===== src/rtl/mbist_pkg.sv =====
// Shared types and constants for the March C- memory-BIST controller:
// FSM states, bist_mode encodings, the march element table and the checkerboard base.
package mbist_pkg;

    typedef enum logic [1:0] {StIdle, StRun, StDrain, StDone} state_t;

    localparam logic [1:0] ModeOff     = 2'b00;
    localparam logic [1:0] ModeSolid   = 2'b01;
    localparam logic [1:0] ModeChecker = 2'b10;
    localparam logic [1:0] ModeBoth    = 2'b11;

    localparam logic [2:0] LastElem = 3'd5;

    // wr/pol are indexed by op number within the element (bit 0 = first op).
    typedef struct packed {
        logic       down;
        logic       two_ops;
        logic [1:0] wr;
        logic [1:0] pol;
    } march_elem_t;

    function automatic march_elem_t march_elem(input logic [2:0] idx);
        march_elem_t e;
        case (idx)
            3'd0:    e = '{down: 1'b0, two_ops: 1'b0, wr: 2'b01, pol: 2'b00}; // w0
            3'd1:    e = '{down: 1'b0, two_ops: 1'b1, wr: 2'b10, pol: 2'b10}; // r0,w1
            3'd2:    e = '{down: 1'b0, two_ops: 1'b1, wr: 2'b10, pol: 2'b01}; // r1,w0
            3'd3:    e = '{down: 1'b1, two_ops: 1'b1, wr: 2'b10, pol: 2'b10}; // r0,w1
            3'd4:    e = '{down: 1'b1, two_ops: 1'b1, wr: 2'b10, pol: 2'b01}; // r1,w0
            default: e = '{down: 1'b1, two_ops: 1'b0, wr: 2'b00, pol: 2'b00}; // r0
        endcase
        return e;
    endfunction

    function automatic logic elem_down(input logic [2:0] idx);
        return idx >= 3'd3;
    endfunction

    // Bit bit_idx of the checkerboard base {..0101}.
    function automatic logic checker_base(input int unsigned bit_idx);
        return (bit_idx % 2) == 0;
    endfunction

endpackage


===== src/rtl/mbist_cmp.sv =====
// Per-bank read-data comparator with a sticky, registered fail bit.
module mbist_cmp #(
    parameter int unsigned DATA_W = 32
) (
    input  logic              clk,
    input  logic              bist_reset,
    input  logic [DATA_W-1:0] rdata,
    input  logic [DATA_W-1:0] expected,
    input  logic              cmp_valid,
    output logic              hit,
    output logic              fail
);

    assign hit = cmp_valid && (rdata != expected);

    always_ff @(posedge clk) begin
        if (bist_reset) begin
            fail <= 1'b0;
        end else if (hit) begin
            fail <= 1'b1;
        end
    end

endmodule


===== src/rtl/mbist_ctrl_n.sv =====
// March C- MBIST controller for NUM_BANKS RAM banks sharing address/write-data buses.
// Define MBIST_STOP_ON_FAIL_EN to end the run on the first miscompare.
module mbist_ctrl_n
    import mbist_pkg::*;
#(
    parameter int unsigned NUM_BANKS = 2,
    parameter int unsigned ADDR_W    = 11,
    parameter int unsigned DATA_W    = 32
) (
    input  logic                          clk,
    input  logic                          bist_reset,
    input  logic                          test_mode,
    input  logic [1:0]                    bist_mode,
    input  logic [NUM_BANKS*DATA_W-1:0]   bank_rdata,
    output logic [ADDR_W-1:0]             bist_addr,
    output logic [DATA_W-1:0]             bist_wdata,
    output logic                          bist_we,
    output logic                          bist_on,
    output logic                          done,
    output logic                          error,
    output logic [NUM_BANKS-1:0]          fail_bank,
    output logic [ADDR_W-1:0]             fail_addr
);

    localparam logic [ADDR_W-1:0] AddrMax = '1;

    state_t            state_q;
    logic [2:0]        elem_q;
    logic              op_q;
    logic [ADDR_W-1:0] addr_q;
    logic              bg_q;
    logic [1:0]        mode_q;
    logic              drain_q;
    logic              rd_q;
    logic              cmp_valid_q;
    logic [DATA_W-1:0] cmp_exp_q;
    logic [ADDR_W-1:0] cmp_addr_q;
    logic [NUM_BANKS-1:0] hit;

    march_elem_t       el;
    logic              op_wr;
    logic              last_op;
    logic              addr_end;
    logic              nxt_down;
    logic [DATA_W-1:0] bg_pat;
    logic [DATA_W-1:0] op_data;

    always_comb begin
        el       = march_elem(elem_q);
        op_wr    = el.wr[op_q];
        last_op  = (op_q == el.two_ops);
        addr_end = el.down ? (addr_q == '0) : (addr_q == AddrMax);
        nxt_down = elem_down(elem_q + 3'd1);
        bg_pat   = '0;
        if (bg_q) begin
            for (int unsigned i = 0; i < DATA_W; i++) begin
                bg_pat[i] = checker_base(i) ^ addr_q[0];
            end
        end
        op_data = el.pol[op_q] ? ~bg_pat : bg_pat;
    end

    assign error = |fail_bank;

    // Sequencer state runs one cycle ahead of the registered bus outputs; the read
    // data returns one cycle after the bus shows the read, hence the cmp_* stage.
    always_ff @(posedge clk) begin
        if (bist_reset) begin
            state_q     <= StIdle;
            elem_q      <= '0;
            op_q        <= 1'b0;
            addr_q      <= '0;
            bg_q        <= 1'b0;
            mode_q      <= ModeOff;
            drain_q     <= 1'b0;
            rd_q        <= 1'b0;
            cmp_valid_q <= 1'b0;
            cmp_exp_q   <= '0;
            cmp_addr_q  <= '0;
            bist_addr   <= '0;
            bist_wdata  <= '0;
            bist_we     <= 1'b0;
            bist_on     <= 1'b0;
            done        <= 1'b0;
            fail_addr   <= '0;
        end else begin
            done        <= (state_q == StDone);
            bist_on     <= (state_q == StRun) || (state_q == StDrain);
            bist_we     <= 1'b0;
            rd_q        <= 1'b0;
            cmp_valid_q <= rd_q;
            cmp_exp_q   <= bist_wdata;
            cmp_addr_q  <= bist_addr;
            if (|hit && !error) begin
                fail_addr <= cmp_addr_q;
            end

            unique case (state_q)
                StIdle: begin
                    if (test_mode && bist_mode != ModeOff) begin
                        state_q <= StRun;
                        elem_q  <= '0;
                        op_q    <= 1'b0;
                        addr_q  <= '0;
                        drain_q <= 1'b0;
                        mode_q  <= bist_mode;
                        bg_q    <= (bist_mode == ModeChecker);
                    end
                end
                StRun: begin
                    bist_addr  <= addr_q;
                    bist_wdata <= op_data;
                    bist_we    <= op_wr;
                    rd_q       <= !op_wr;
                    if (!last_op) begin
                        op_q <= 1'b1;
                    end else begin
                        op_q <= 1'b0;
                        if (!addr_end) begin
                            addr_q <= el.down ? addr_q - 1'b1 : addr_q + 1'b1;
                        end else if (elem_q == LastElem) begin
                            state_q <= StDrain;
                        end else begin
                            elem_q <= elem_q + 3'd1;
                            addr_q <= nxt_down ? AddrMax : '0;
                        end
                    end
                end
                StDrain: begin
                    // Second pass waits one extra cycle so pass one's last compare retires.
                    if (mode_q == ModeBoth && !bg_q) begin
                        if (!drain_q) begin
                            drain_q <= 1'b1;
                        end else begin
                            state_q <= StRun;
                            bg_q    <= 1'b1;
                            elem_q  <= '0;
                            op_q    <= 1'b0;
                            addr_q  <= '0;
                            drain_q <= 1'b0;
                        end
                    end else begin
                        state_q <= StDone;
                    end
                end
                StDone: begin
                    if (bist_mode == ModeOff) begin
                        state_q <= StIdle;
                    end
                end
                default: state_q <= StIdle;
            endcase

            if ((state_q == StRun || state_q == StDrain) && !test_mode) begin
                state_q <= StIdle;
            end
`ifdef MBIST_STOP_ON_FAIL_EN
            else if ((state_q == StRun || state_q == StDrain) && |hit) begin
                state_q <= StDone;
            end
`else
`endif
        end
    end

    for (genvar b = 0; b < NUM_BANKS; b++) begin : g_cmp
        mbist_cmp #(
            .DATA_W(DATA_W)
        ) u_cmp (
            .clk       (clk),
            .bist_reset(bist_reset),
            .rdata     (bank_rdata[b*DATA_W +: DATA_W]),
            .expected  (cmp_exp_q),
            .cmp_valid (cmp_valid_q),
            .hit       (hit[b]),
            .fail      (fail_bank[b])
        );
    end

endmodule


===== config.mk =====
export PLATFORM = sky130hd
export DESIGN_NAME = mbist_ctrl_n
export DESIGN_NICKNAME = d
export VERILOG_FILES = /design/src/rtl/mbist_pkg.sv /design/src/rtl/mbist_cmp.sv /design/src/rtl/mbist_ctrl_n.sv
export SDC_FILE = /design/constraint.sdc
export NUM_CORES = 1
export LEC_CHECK = 0
export CAP_MARGIN = 20
export CELL_PAD_IN_SITES_DETAIL_PLACEMENT = 1
export CELL_PAD_IN_SITES_GLOBAL_PLACEMENT = 2
export CORE_ASPECT_RATIO = 0.6
export CORE_MARGIN = 2
export CORE_UTILIZATION = 27
export CTS_BUF_LIST = sky130_fd_sc_hd__clkbuf_8
export CTS_CLUSTER_DIAMETER = 100
export DETAILED_ROUTE_END_ITERATION = 8
export PLACE_DENSITY = 0.9
export REMOVE_ABC_BUFFERS = 1
export SLEW_MARGIN = 20
export SYNTH_ARGS = -nofsm -noshare
export SYNTH_HDL_FRONTEND = slang
export SYNTH_SLANG_ARGS = --single-unit

===== constraint.sdc =====
create_clock -name clk -period 3.6 [get_ports clk]
set_input_delay 0.72 -clock clk [delete_from_list [all_inputs] [get_ports clk]]
set_output_delay 0.72 -clock clk [all_outputs]
set_load 0.01 [all_outputs]

Yosys cells after proc, flatten, opt, wreduce, memory -nomap -nowiden
Cells that the tools add are included.
Word-level totals
  logic and storage cells: 124
  register bits after elaboration: 125
Cells by class
  reductions and logical operators: 29
  equality and inequality tests: 24
  order comparisons: 2
  add/sub/neg operators: 3
  bitwise gates (word level): 3
  multiplexer cells: 44
Operators by type and width (count)
  $mux W11: 8
  $mux W32: 2
  $ne A32 B32 Y1: 2
  $pmux W11 S3: 1
  $not A32 Y32: 1
  $pmux W6 S5: 1
  $mux W3: 6
  $mux W1: 14
  $mux W2: 7
  $ne A2 B2 Y1 const B: 7
  $reduce_and A6 Y1: 2
  $add A11 B1 Y11 const B: 1
  $eq A11 B11 Y1 const B: 1
  $logic_not A11 Y1: 1
  $sub A11 B1 Y11 const B: 1
  $pmux W3 S3: 1
  $eq A2 B2 Y1 const B: 4
  $pmux W2 S4: 1
  $reduce_and A4 Y1: 2
  $reduce_or A2 Y1: 4
  $reduce_and A7 Y1: 1
  $eq A3 B2 Y1 const B: 2
  $eq A3 B3 Y1 const B: 2
  $logic_and A1 B1 Y1: 6
  19 further kinds: 27

Depth between registers and ports, before layout
  depth in word-level cells: 7
  depth in mapped cells: 12
  mapped depth without buffers: 12

Cells and area by module
A second synthesis with hierarchy kept.
Unflattened totals
  cells, all modules: 500
  area total of the unflattened synthesis: 4281.6 µm²
By module, submodules not included
  mbist_ctrl_n: instances 1, area an instance 3498.4 µm², cells each 404
  mbist_cmp: instances 2, area an instance 391.6 µm², cells each 48

Least setup slack after synthesis
Ideal clock, no wire load.
  kind: register to register
  from: register elem_q[0]
  to: register addr_q[10]
  arrival: 2.884 ns
  cell stages (with the launch flop): 12
  path buffers: 0
  data required time: 3.470 ns
  library setup time: 0.130 ns
  clock period less this slack: 3.014 ns
  setup slack: 0.586 ns
  path through: dfxtp_1 -> ha_1 -> or2_2 -> nor2_1 -> inv_1 -> fa_1 -> a21o_1 -> a221oi_1 -> nor3_1 -> nor3_1 -> mux2i_1 -> o32ai_1
Between the ends
  word-level cells in the longest chain between the ends: 7
  elaborated cells between the ends (all ways): 20
  those cells by class: add/sub (1); order compare (1); eq/ne (8); mux (8); reduce/logical (2)
Ends and longest elaborated chain
  start: declaration: line mbist_ctrl_n.sv:28  | logic [2:0] elem_q;
  start signal: assignment: line mbist_ctrl_n.sv:124  | elem_q <= elem_q + 3'd1;
  $add A3 B1 Y3: line mbist_ctrl_n.sv:53  | nxt_down = elem_down(elem_q + 3'd1);
  $ge A3 B2 Y1: line mbist_pkg.sv:36  | return idx >= 3'd3;
  $mux W11: line mbist_ctrl_n.sv:125  | addr_q <= nxt_down ? AddrMax : '0;
  $mux W11: line mbist_ctrl_n.sv:121  | end else if (elem_q == LastElem) begin
  $mux W11: line mbist_ctrl_n.sv:119  | if (!addr_end) begin
  $mux W11: line mbist_ctrl_n.sv:115  | if (!last_op) begin
  $pmux W11 S3: line mbist_ctrl_n.sv:98  | unique case (state_q)
  end signal: assignment: line mbist_ctrl_n.sv:120  | addr_q <= el.down ? addr_q - 1'b1 : addr_q + 1'b1;
  end signal: assignment: line mbist_ctrl_n.sv:125
  end: declaration: line mbist_ctrl_n.sv:30  | logic [ADDR_W-1:0] addr_q;
Several ways; a longest one is shown, not always the timed one. The select of a mux whose other input is x is not followed.
A chain may end at the register's enable or synchronous reset.

Worst setup path after layout
Same ends and word-level chain as after synthesis.

==> results.txt <==
----------------------------------------------------
[Clock network]
  Post-CTS Resized ... 0
  Number of sinks driven by the clock tree ... 65
  Clock slew seen by the registers of the worst setup and hold paths ... around 0.08 ns
  Total CTS buffers ... 9
  Number of post-CTS setup repair buffers ... 0
  Deepest clock path buffer count ... 2
  Number of hold buffers added after CTS ... 0
  Clock network latency to the later pin of the worst-skew pair ... between 0.3 and 0.4 ns
  Number of H-tree levels ... 3
  CTS tree ... built
  CTS Root Buffer Type ... clkbuf_8

[Final layout]
  Number of nets in the final layout ... 651
  Share of final-layout standard cells stronger than drive strength 1 ... under 10%
  Number of inserted diodes ... 0
  Number of fill cells in the layout ... between 1500 and 2000
  Post-synthesis to final-layout area growth ... 37.2%
  Highest-count cells in the layout ignoring fill and taps ... clkdlybuf4s50_1 (127), dfxtp_1 (65), nor2_1 (34)
  Most common library cell in the layout ignoring fill and taps ... clkdlybuf4s50_1
  Final design area excluding fillers ... 5410 sq um

[Critical path]
  Delay of the slowest critical-path stage ... 0.44 ns
  Critical path endpoint category ... flop
  Worst Reg2Reg Path Length in Cells ... 12
  Critical path buffer and inverter count ... 2
  Kind of cell adding the most delay to the critical path ... simple AND/OR/NAND/NOR gates
  Setup slack on the worst flop-to-flop path ... about 0.28 ns
  Crit path kind ... reg2reg
  Launch point of the worst reg-to-reg path ... elem_q[0]
  Cell type of the slowest stage on the worst timing path ... fa_1
  FF-to-FF End ... addr_q[10]
  Cell with the most instances on the worst path ... nor3_1
  Cell chain of the critical path ... ha_1 > or2_2 > nor2_1 > inv_2 > fa_1 > a21o_1 > a221oi_1 > buf_4 > nor3_1 > nor3_1 > mux2i_1 > o32ai_1
  Crit path arrival time ... 3.56 ns
  Largest driver fanout on the critical path ... 12
  Kind of launch point of the worst setup path ... flop
  Worst Path Required ... 3.84 ns

[Placement]
  Total half-perimeter wirelength after legalization and detailed placement ... 9560 um
  Instance area after placement ... 5170 sq um
  Buffers added on ports ... about 130
  Routability congestion estimate ... around 0.93

[Global route]
  First-pass GRT wire length ... roughly 20000 um
  Vias in the first global route ... between 3000 and 4000
  Final global-route overflow total ... 0
  Global router's overall resource usage ... between 10% and 20%
  Number of antenna violations at the first check in global routing ... 0
  Pin count of the biggest net entering global routing ... 53

[STA]
  Worst Tran Pin Value ... around 0.85 ns
  Setup repair after global routing missed its margin ... false
  Skew final ... 0.00820 ns
  Final Hold Fails ... 0
  Share of the clock period used by the worst path after layout ... around 90%
  Fmax achieved ... between 300 and 400 MHz
  Accumulated negative setup slack ... 0 ns
  Final-report setup violation count ... 0
  Final max-slew violation count ... 0
  Worst slew margin relative to its limit ... between 40% and 50%
  Hold slack final ... roughly 0.44 ns
  Post-route minimum period ... approximately 3.3 ns

[Route]
  Iteration-0 DRC count of the detailed router ... 142
  Number of iterations in the first detailed-routing pass ... 4
  Routed length per instance ... around 16 um
  Total routed wirelength ... 12200 um
  Total number of vias ... around 3700
  Drc violations ... 0
  Via count normalized by instance count ... approximately 4.9
  Routed Antenna Nets ... 0

[Synth]
  Number of warnings issued by yosys ... 0
  Largest cells by area after synthesis ... dfxtp_1 (33%), mux2i_1 (7.1%), ha_1 (6.4%)
  Post-synthesis cell area ... 3940 sq um
  Share of flip-flops with an asynchronous set or reset after synthesis ... 0%
  EDFF count, synth ... 0
  Number of register bits inferred by synthesis ... 65
  Sequential-to-total area share from yosys stat ... approximately 33%
  Cell accounting for the most synthesized area ... dfxtp_1
  Primary FF master, synth ... dfxtp_1
  Share of Yosys cell area claimed by the top area cell type ... around 33%
  Average cell area after synthesis ... between 8 and 9 sq um
  Post-synth cell types ... 59
  Count of mapped cells out of synthesis ... roughly 470

[Floorplan]
  Horizontal extent of the die ... around 160 um
  Height of the die ... a little under 100 um
  Number of placement rows ... 34
  Core area ... ~14000 sq um
  Boundary pin count ... 129
  Die Area ... about 16000 sq um
  Effective utilization at floorplan ... 27.4%

[Worst hold path]
  Min-Delay Endpoint ... cmp_valid_q
  Class of the most critical hold timing path ... reg2reg
  Number of cells traversed by the worst hold path ... 1
  Worst hold path startpoint ... rd_q

[Run status]
  Result of the run ... complete, no violations

[Power and ir drop]
  Total power per unit cell area ... 640 nW/um^2
  Static power due to leakage ... 1.94 nW
  Worst IR drop on VDD ... about 0.00021 V

[Job]
  Max-Cap Viols ... 0

----------------------------------------------------
[layout make-up]
class | instances | area, sq um | share of cell area, %
multi-input combinational | 334 | 2250 | 41.5
tap | 198 | 248 | 4.58
clock buffer | 9 | 124 | 2.29
clock inverter | 7 | 103 | 1.90
timing repair buffer | 134 | 1320 | 24.4
inverter | 17 | 63.8 | 1.18
sequential | 65 | 1300 | 24.1
[cells by family (layout without fill, tap and decap cells)]
logic type,count (synthesis),in the layout,synth area share (%)
AO/OA/AOI/OAI,80,80,13.5
multiplexers,30,30,7.68
AND/OR/NAND/NOR,193,193,26.5
XOR/XNOR,10,10,2.22
adder cells (fa/ha/maj),21,21,6.86
buffers and inverters,69,167,10.2
flip-flops,65,65,33.0
[cell usage after synthesis (2+ instances only)]
master,number
a211o_1,2
a211oi_1,2
a21o_1,4
a21oi_1,27
a22oi_1,2
a311oi_1,2
a31oi_1,11
and2_1,2
and3_1,3
buf_1,5
buf_2,4
buf_4,33
buf_6,2
clkbuf_1,8
dfxtp_1,65
ha_1,20
inv_1,17
mux2_2,2
mux2i_1,28
nand2_1,24
nand2b_1,32
nand3_1,16
nand3b_1,2
nand4_1,10
nor2_1,34
nor2b_1,22
nor3_1,24
nor4_1,13
o211ai_1,5
o21a_1,2
o21ai_0,7
o32ai_1,3
xnor2_1,6
xor2_1,4
[where the power goes]
group	internal, W	total, W	switching (W)
Combinational	0.000856	0.00177	0.000914
Sequential	0.000813	0.000977	0.000164
Clock	0.000398	0.000715	0.000317
Total	0.00207	0.00346	0.00140
[metrics by stage]
step                      total power [W]  worst slack, ns  std cells  util, %
after global placement            0.00268            0.415        748     36.0
after global routing              0.00369           0.0623        764     37.6
after detailed placement          0.00274            0.180        748     36.0
after CTS                         0.00348            0.131        764     37.6
after floorplan                   0.00195            0.592        416        -
final                             0.00346            0.278        764     37.6
[flip-flops by register name (all words and copies together) (netlist names), 3 cells and up]
name	flops
addr_q	11
bist_addr	11
cmp_addr_q	11
fail_addr	11
elem_q	3
[layer usage]
| layer | vias up | GRT usage [%] | wire length [um] |
|---|---|---|---|
| met3 | 13 | 3.93 | 552 |
| met5 | - | 0 | 0 |
| met1 | 1794 | 20.8 | 5880 |
| met2 | 88 | 26.5 | 5660 |
| met4 | 0 | 3.95 | 153 |
| li1 | 1817 | - | - |
[worst max path at each step]
| stage | cells past startpoint | end | slack (ns) | start |
|---|---|---|---|---|
| CTS | 13 | addr_q[10] | 0.13 | elem_q[0] |
| floorplan | 11 | addr_q[10] | 0.59 | elem_q[0] |
| global placement | 13 | addr_q[10] | 0.42 | elem_q[0] |
| detailed placement | 13 | addr_q[10] | 0.18 | elem_q[0] |
| finish | 12 | addr_q[10] | 0.28 | elem_q[0] |
| global route | 12 | addr_q[8] | 0.06 | elem_q[0] |
Note: power is estimated with default switching activity, not from simulation.
